$ cat config.mk
export PLATFORM = sky130hd
export DESIGN_NAME = cpu_button_driver_flat
export DESIGN_NICKNAME = d
export VERILOG_FILES = /design/src/rtl/cpu_button_driver_if.sv /design/src/rtl/cpu_button_driver.sv /design/src/flat_wrapper.sv
export SDC_FILE = /design/constraint.sdc
export NUM_CORES = 1
export LEC_CHECK = 0
export CORE_MARGIN = 2
export CORE_UTILIZATION = 30
export CTS_CLUSTER_DIAMETER = 100
export DETAILED_ROUTE_END_ITERATION = 10
export GPL_ROUTABILITY_DRIVEN = 0
export PLACE_DENSITY = 0.6
export RECOVER_POWER = 25
export SLEW_MARGIN = 20
export SYNTH_ARGS = -nofsm -noshare
export SYNTH_HDL_FRONTEND = slang
export SYNTH_SLANG_ARGS = --single-unit
$ cat constraint.sdc
create_clock -name clk -period 1.25 [get_ports clk]
set_input_delay 0.125 -clock clk [delete_from_list [all_inputs] [get_ports clk]]
set_output_delay 0.125 -clock clk [all_outputs]
set_load 0.005 [all_outputs]
$ cat src/rtl/cpu_button_driver_if.sv
// Bundle of the opponent's control inputs and emulated-key outputs.
// The game-side controller uses master; the button driver uses slave.
interface cpu_button_driver_if #(
  parameter int DIFF_W = 9,
  parameter int CNT_W  = 8
);
  logic              enable;
  logic [DIFF_W-1:0] difficulty;
  logic              button_out;
  logic              busy;
  logic [CNT_W-1:0]  press_count;

  modport master (
    output enable,
    output difficulty,
    input  button_out,
    input  busy,
    input  press_count
  );

  modport slave (
    input  enable,
    input  difficulty,
    output button_out,
    output busy,
    output press_count
  );
endinterface

$ cat src/rtl/cpu_button_driver.sv
// Computer opponent: emits fixed-length button presses whenever a free-running
// LFSR sample falls below the difficulty threshold, with a forced release gap.
module cpu_button_driver #(
  parameter int LFSR_W      = 10,
  parameter int DIFF_W      = 9,
  parameter int HOLD_CYCLES = 2,
  parameter int GAP_CYCLES  = 2,
  parameter int CNT_W       = 8
) (
  input  logic                clk,
  input  logic                reset,
  cpu_button_driver_if.slave  bus
);

  localparam int HOLD_W = (HOLD_CYCLES > 1) ? $clog2(HOLD_CYCLES) : 1;
  localparam int GAP_W  = (GAP_CYCLES  > 1) ? $clog2(GAP_CYCLES)  : 1;

  typedef enum logic [1:0] {
    IDLE  = 2'd0,
    PRESS = 2'd1,
    GAP   = 2'd2
  } state_t;

  state_t              state, state_d;
  logic [LFSR_W-1:0]   lfsr;
  logic [HOLD_W-1:0]   hold_cnt, hold_d;
  logic [GAP_W-1:0]    gap_cnt, gap_d;
  logic [CNT_W-1:0]    press_count;
  logic                button_q;
  logic                busy_q;
  logic                trigger;
  logic                count_inc;

  // XNOR feedback makes all-zero a legal seed; all-ones is the lockup value.
  assign trigger = bus.enable && (lfsr[DIFF_W-1:0] < bus.difficulty);

  // NOTE: every combinational output gets a default before the case, so no
  // path leaves a signal unassigned and no latch is inferred.
  always_comb begin
    state_d   = state;
    hold_d    = hold_cnt;
    gap_d     = gap_cnt;
    count_inc = 1'b0;
    case (state)
      IDLE: begin
        if (trigger) begin
          state_d = PRESS;
          hold_d  = HOLD_W'(HOLD_CYCLES - 1);
        end
      end
      PRESS: begin
        if (hold_cnt == '0) begin
          state_d   = GAP;
          gap_d     = GAP_W'(GAP_CYCLES - 1);
          count_inc = 1'b1;
        end else begin
          hold_d = hold_cnt - HOLD_W'(1);
        end
      end
      GAP: begin
        if (gap_cnt == '0) state_d = IDLE;
        else               gap_d   = gap_cnt - GAP_W'(1);
      end
      default: state_d = IDLE;
    endcase
  end

  // NOTE: sequential state uses non-blocking assignments so every flop samples
  // the pre-edge values regardless of statement order.
  always_ff @(posedge clk) begin
    if (reset) begin
      state       <= IDLE;
      lfsr        <= '0;
      hold_cnt    <= '0;
      gap_cnt     <= '0;
      press_count <= '0;
      button_q    <= 1'b0;
      busy_q      <= 1'b0;
    end else begin
      state    <= state_d;
      lfsr     <= {lfsr[LFSR_W-2:0], ~(lfsr[9] ^ lfsr[6])};
      hold_cnt <= hold_d;
      gap_cnt  <= gap_d;
      // Outputs are decoded from the next state so they line up with the state flop.
      button_q <= (state_d == PRESS);
      busy_q   <= (state_d != IDLE);
      if (count_inc) press_count <= press_count + CNT_W'(1);
    end
  end

  assign bus.button_out  = button_q;
  assign bus.busy        = busy_q;
  assign bus.press_count = press_count;

endmodule

$ cat src/flat_wrapper.sv
// flat-port wrapper written by rule: the top's interface ports become plain ports
module cpu_button_driver_flat 
#(
  parameter int LFSR_W      = 10,
  parameter int DIFF_W      = 9,
  parameter int HOLD_CYCLES = 2,
  parameter int GAP_CYCLES  = 2,
  parameter int CNT_W       = 8
)
  (clk, reset, bus_enable, bus_difficulty, bus_button_out, bus_busy, bus_press_count);
  cpu_button_driver_if #(.DIFF_W(DIFF_W), .CNT_W(CNT_W)) bus_i ();
  input  logic clk;
  input  logic reset;
  input wire logic [$bits(bus_i.enable)-1:0] bus_enable;
  input wire logic [$bits(bus_i.difficulty)-1:0] bus_difficulty;
  output wire logic [$bits(bus_i.button_out)-1:0] bus_button_out;
  output wire logic [$bits(bus_i.busy)-1:0] bus_busy;
  output wire logic [$bits(bus_i.press_count)-1:0] bus_press_count;
  assign bus_i.enable = bus_enable;
  assign bus_i.difficulty = bus_difficulty;
  assign bus_button_out = bus_i.button_out;
  assign bus_busy = bus_i.busy;
  assign bus_press_count = bus_i.press_count;
  cpu_button_driver #(.LFSR_W(LFSR_W), .DIFF_W(DIFF_W), .HOLD_CYCLES(HOLD_CYCLES), .GAP_CYCLES(GAP_CYCLES), .CNT_W(CNT_W)) u_core (.clk(clk), .reset(reset), .bus(bus_i));
endmodule
==> impl_metrics.env <==
export IMPL_syn_inst=105
export IMPL_cp_required_ps=1510
export IMPL_syn_nets=126
export IMPL_clkTransAtPathRegs_ps=120
export IMPL_top_layer_used="met4"
export IMPL_cap_viol_max_count=0
export IMPL_max_freq_mhz=730
export IMPL_met3WireLength_um=100
export IMPL_final_cell_mix="14 x buf_4, 13 x dfxtp_2, 11 x nor2_1"
export IMPL_start_util_pct=31.1
export IMPL_grt_usage_pct=11.2
export IMPL_power_total_uw=1410
export IMPL_final_nets=168
export IMPL_hold_viol=0
export IMPL_cp_arrival_ps=1640
export IMPL_synth_area_mm2=0.00103
export IMPL_ir_worst_vdd_uv=598
export IMPL_ys_seq_area_share_pct=46.7
export IMPL_clock_tree_root_cell="clkbuf_4"
export IMPL_holdBufCountCts=0
export IMPL_stdcell_count=191
export IMPL_period_minus_slack_ps=1370
export IMPL_syn_to_final_growth_pct=55.1
export IMPL_viasPerCell=4.41
export IMPL_ys_seq_elements=24
export IMPL_htree_num_levels=1
export IMPL_dpl_cell_count=177
export IMPL_crit_fanout=4
export IMPL_worst_slew_pin_slew_ps=290
export IMPL_rows=21
export IMPL_synth_avg_cell_area_um2=9.80
export IMPL_drtAntennaViolNets=0
export IMPL_drt_met1_wl_um=925
export IMPL_clock_path_buffers=2
export IMPL_dr_pass1_iters=3
export IMPL_drt_iter0_drc=15
export IMPL_skew_ps=3.15
export IMPL_status="finished with violations"
export IMPL_rsz0062_at_grt="true"
export IMPL_slew_headroom_pct=80.6
export IMPL_setup_slack_ps=-120
export IMPL_avgRoutedWirePerCell_um=11.6
export IMPL_hold_path_class="reg2reg"
export IMPL_drv_slew=0
export IMPL_drive_gt1_share_pct=37.2
export IMPL_power_leakage_uw=0.000720
export IMPL_fp_dieH_um=62.6
export IMPL_grt_pass1_wl_mm=3.58
export IMPL_numCtsBuffers=3
export IMPL_ios=22
export IMPL_grt_max_degree=23
export IMPL_synth_cell_type_count=25
export IMPL_place_hpwl_mm=1.49
export IMPL_cts_tree="yes"
export IMPL_ys_warn_count=0
export IMPL_violations="negative setup slack"
export IMPL_die_w_um=62.6
export IMPL_routed_wl_mm=2.21
export IMPL_cts_sinks=24
export IMPL_r2r_start="u_core.lfsr[1]"
export IMPL_final_common_cell="buf_4"
export IMPL_grt_overflow=0
export IMPL_min_delay_start="u_core.lfsr[0]"
export IMPL_insertion_delay_ps=310
export IMPL_wl_met2_mm=1.17
export IMPL_diodes=0
export IMPL_port_buffers=21
export IMPL_worstHoldPathCells=1
export IMPL_path_class="reg2reg"
export IMPL_dieArea_mm2=0.00391
export IMPL_cp_startpoint="u_core.lfsr[1]"
export IMPL_core_mm2=0.00331
export IMPL_reg2reg_depth=4
export IMPL_cp_start_kind="register"
export IMPL_drc=0
export IMPL_vias=842
export IMPL_power_density_mw_per_mm2=884
export IMPL_cp_end_kind="register"
export IMPL_antenna_found_initial=0
export IMPL_setup_viol=10
export IMPL_first_global_vias=838
export IMPL_period_share_pct=110
## registers in the layout, summed over array words and instances (netlist names)
| register | count |
|---|---|
| u_core.state | 2 |
| u_core.lfsr | 10 |
| u_core.bus.press_count | 8 |
| u_core.hold_cnt | 1 |
| u_core.bus.busy | 1 |
| u_core.bus.button_out | 1 |
| u_core.gap_cnt | 1 |
## cell usage after synthesis (all sizes together)
cell	n	area (µm²)
dfxtp	24	480
nor2	11	41.3
nor2b	10	62.6
ha	9	113
inv	9	33.8
xor2	7	61.3
a21oi	6	30.0
nand4	5	31.3
nand2	4	15.0
a31o	2	17.5
and3	2	12.5
clkbuf	2	7.51
o211ai	2	15.0
or2	2	12.5
a211o	1	8.76
a211oi	1	12.5
a21o	1	8.76
mux2i	1	10.0
nand2b	1	6.26
nand3b	1	7.51
nor3b	1	18.8
nor4b	1	8.76
o21ai	1	5.00
xnor2	1	8.76
## critical path, stage by stage (launching register included)
cell and delay, ps:
dfxtp_2 370, ha_4 190, a211o_1 290, a211oi_2 320
a31o_1 150
## kinds of logic after synthesis
kind of cell | count (synthesis) | share of synthesized area [%]
compound gates | 14 | 9.49
buf+inv | 11 | 4.01
fa+ha+maj | 9 | 10.9
flops | 24 | 46.7
xor+xnor | 8 | 6.81
simple gates | 38 | 21.0
mux | 1 | 0.973
## final cells by class
| class | count | area [µm²] |
|---|---|---|
| well taps | 46 | 57.6 |
| repair buffers | 39 | 348 |
| flip-flops and latches | 24 | 500 |
| multi-input cells | 70 | 631 |
| fillers | 347 | 1720 |
| clock buffers | 3 | 22.5 |
| inverters | 9 | 36.3 |
## worst paths after layout
path	to	slack, ps
worst max-delay path	u_core.state[0]	-120
worst min-delay path	u_core.lfsr[1]	460
worst min register to register	u_core.lfsr[1]	460
worst max register to register	u_core.state[0]	-120
## per-stage QoR
stage | utilization [%] | worst slack (ps) | setup TNS, ps | cell area (µm²) | hold slack, ps
6_report | 48.2 | -120 | -581 | 1600 | 462
5_1_grt | 48.2 | -221 | -1720 | 1600 | 478
4_1_cts | 45.5 | -123 | -470 | 1510 | 467
3_5_place_dp | 40.9 | -460 | -1830 | 1360 | 448
3_3_place_gp | 40.9 | -441 | -1740 | 1360 | 454
2_1_floorplan | - | -13.6 | -37.2 | 1040 | 327
## metal layers
layer	global-route usage, %	vias up
li1	-	435
met1	13.3	385
met2	19.8	19
met3	3.96	3
met4	1.67	0
met5	0	-
## what timing repair did
action                                  in CTS  in global routing
endpoints found under the setup margin      16                 14
pin swaps                                    3                 12
setup buffers                                8                  3
gates resized for setup                     32                 14
## report_power, final
group	total, µW	internal [µW]	switching [µW]
sequential	818	797	21.1
clock	336	113	223
combinational	256	154	102
Note: power is estimated with default switching activity, not from simulation.
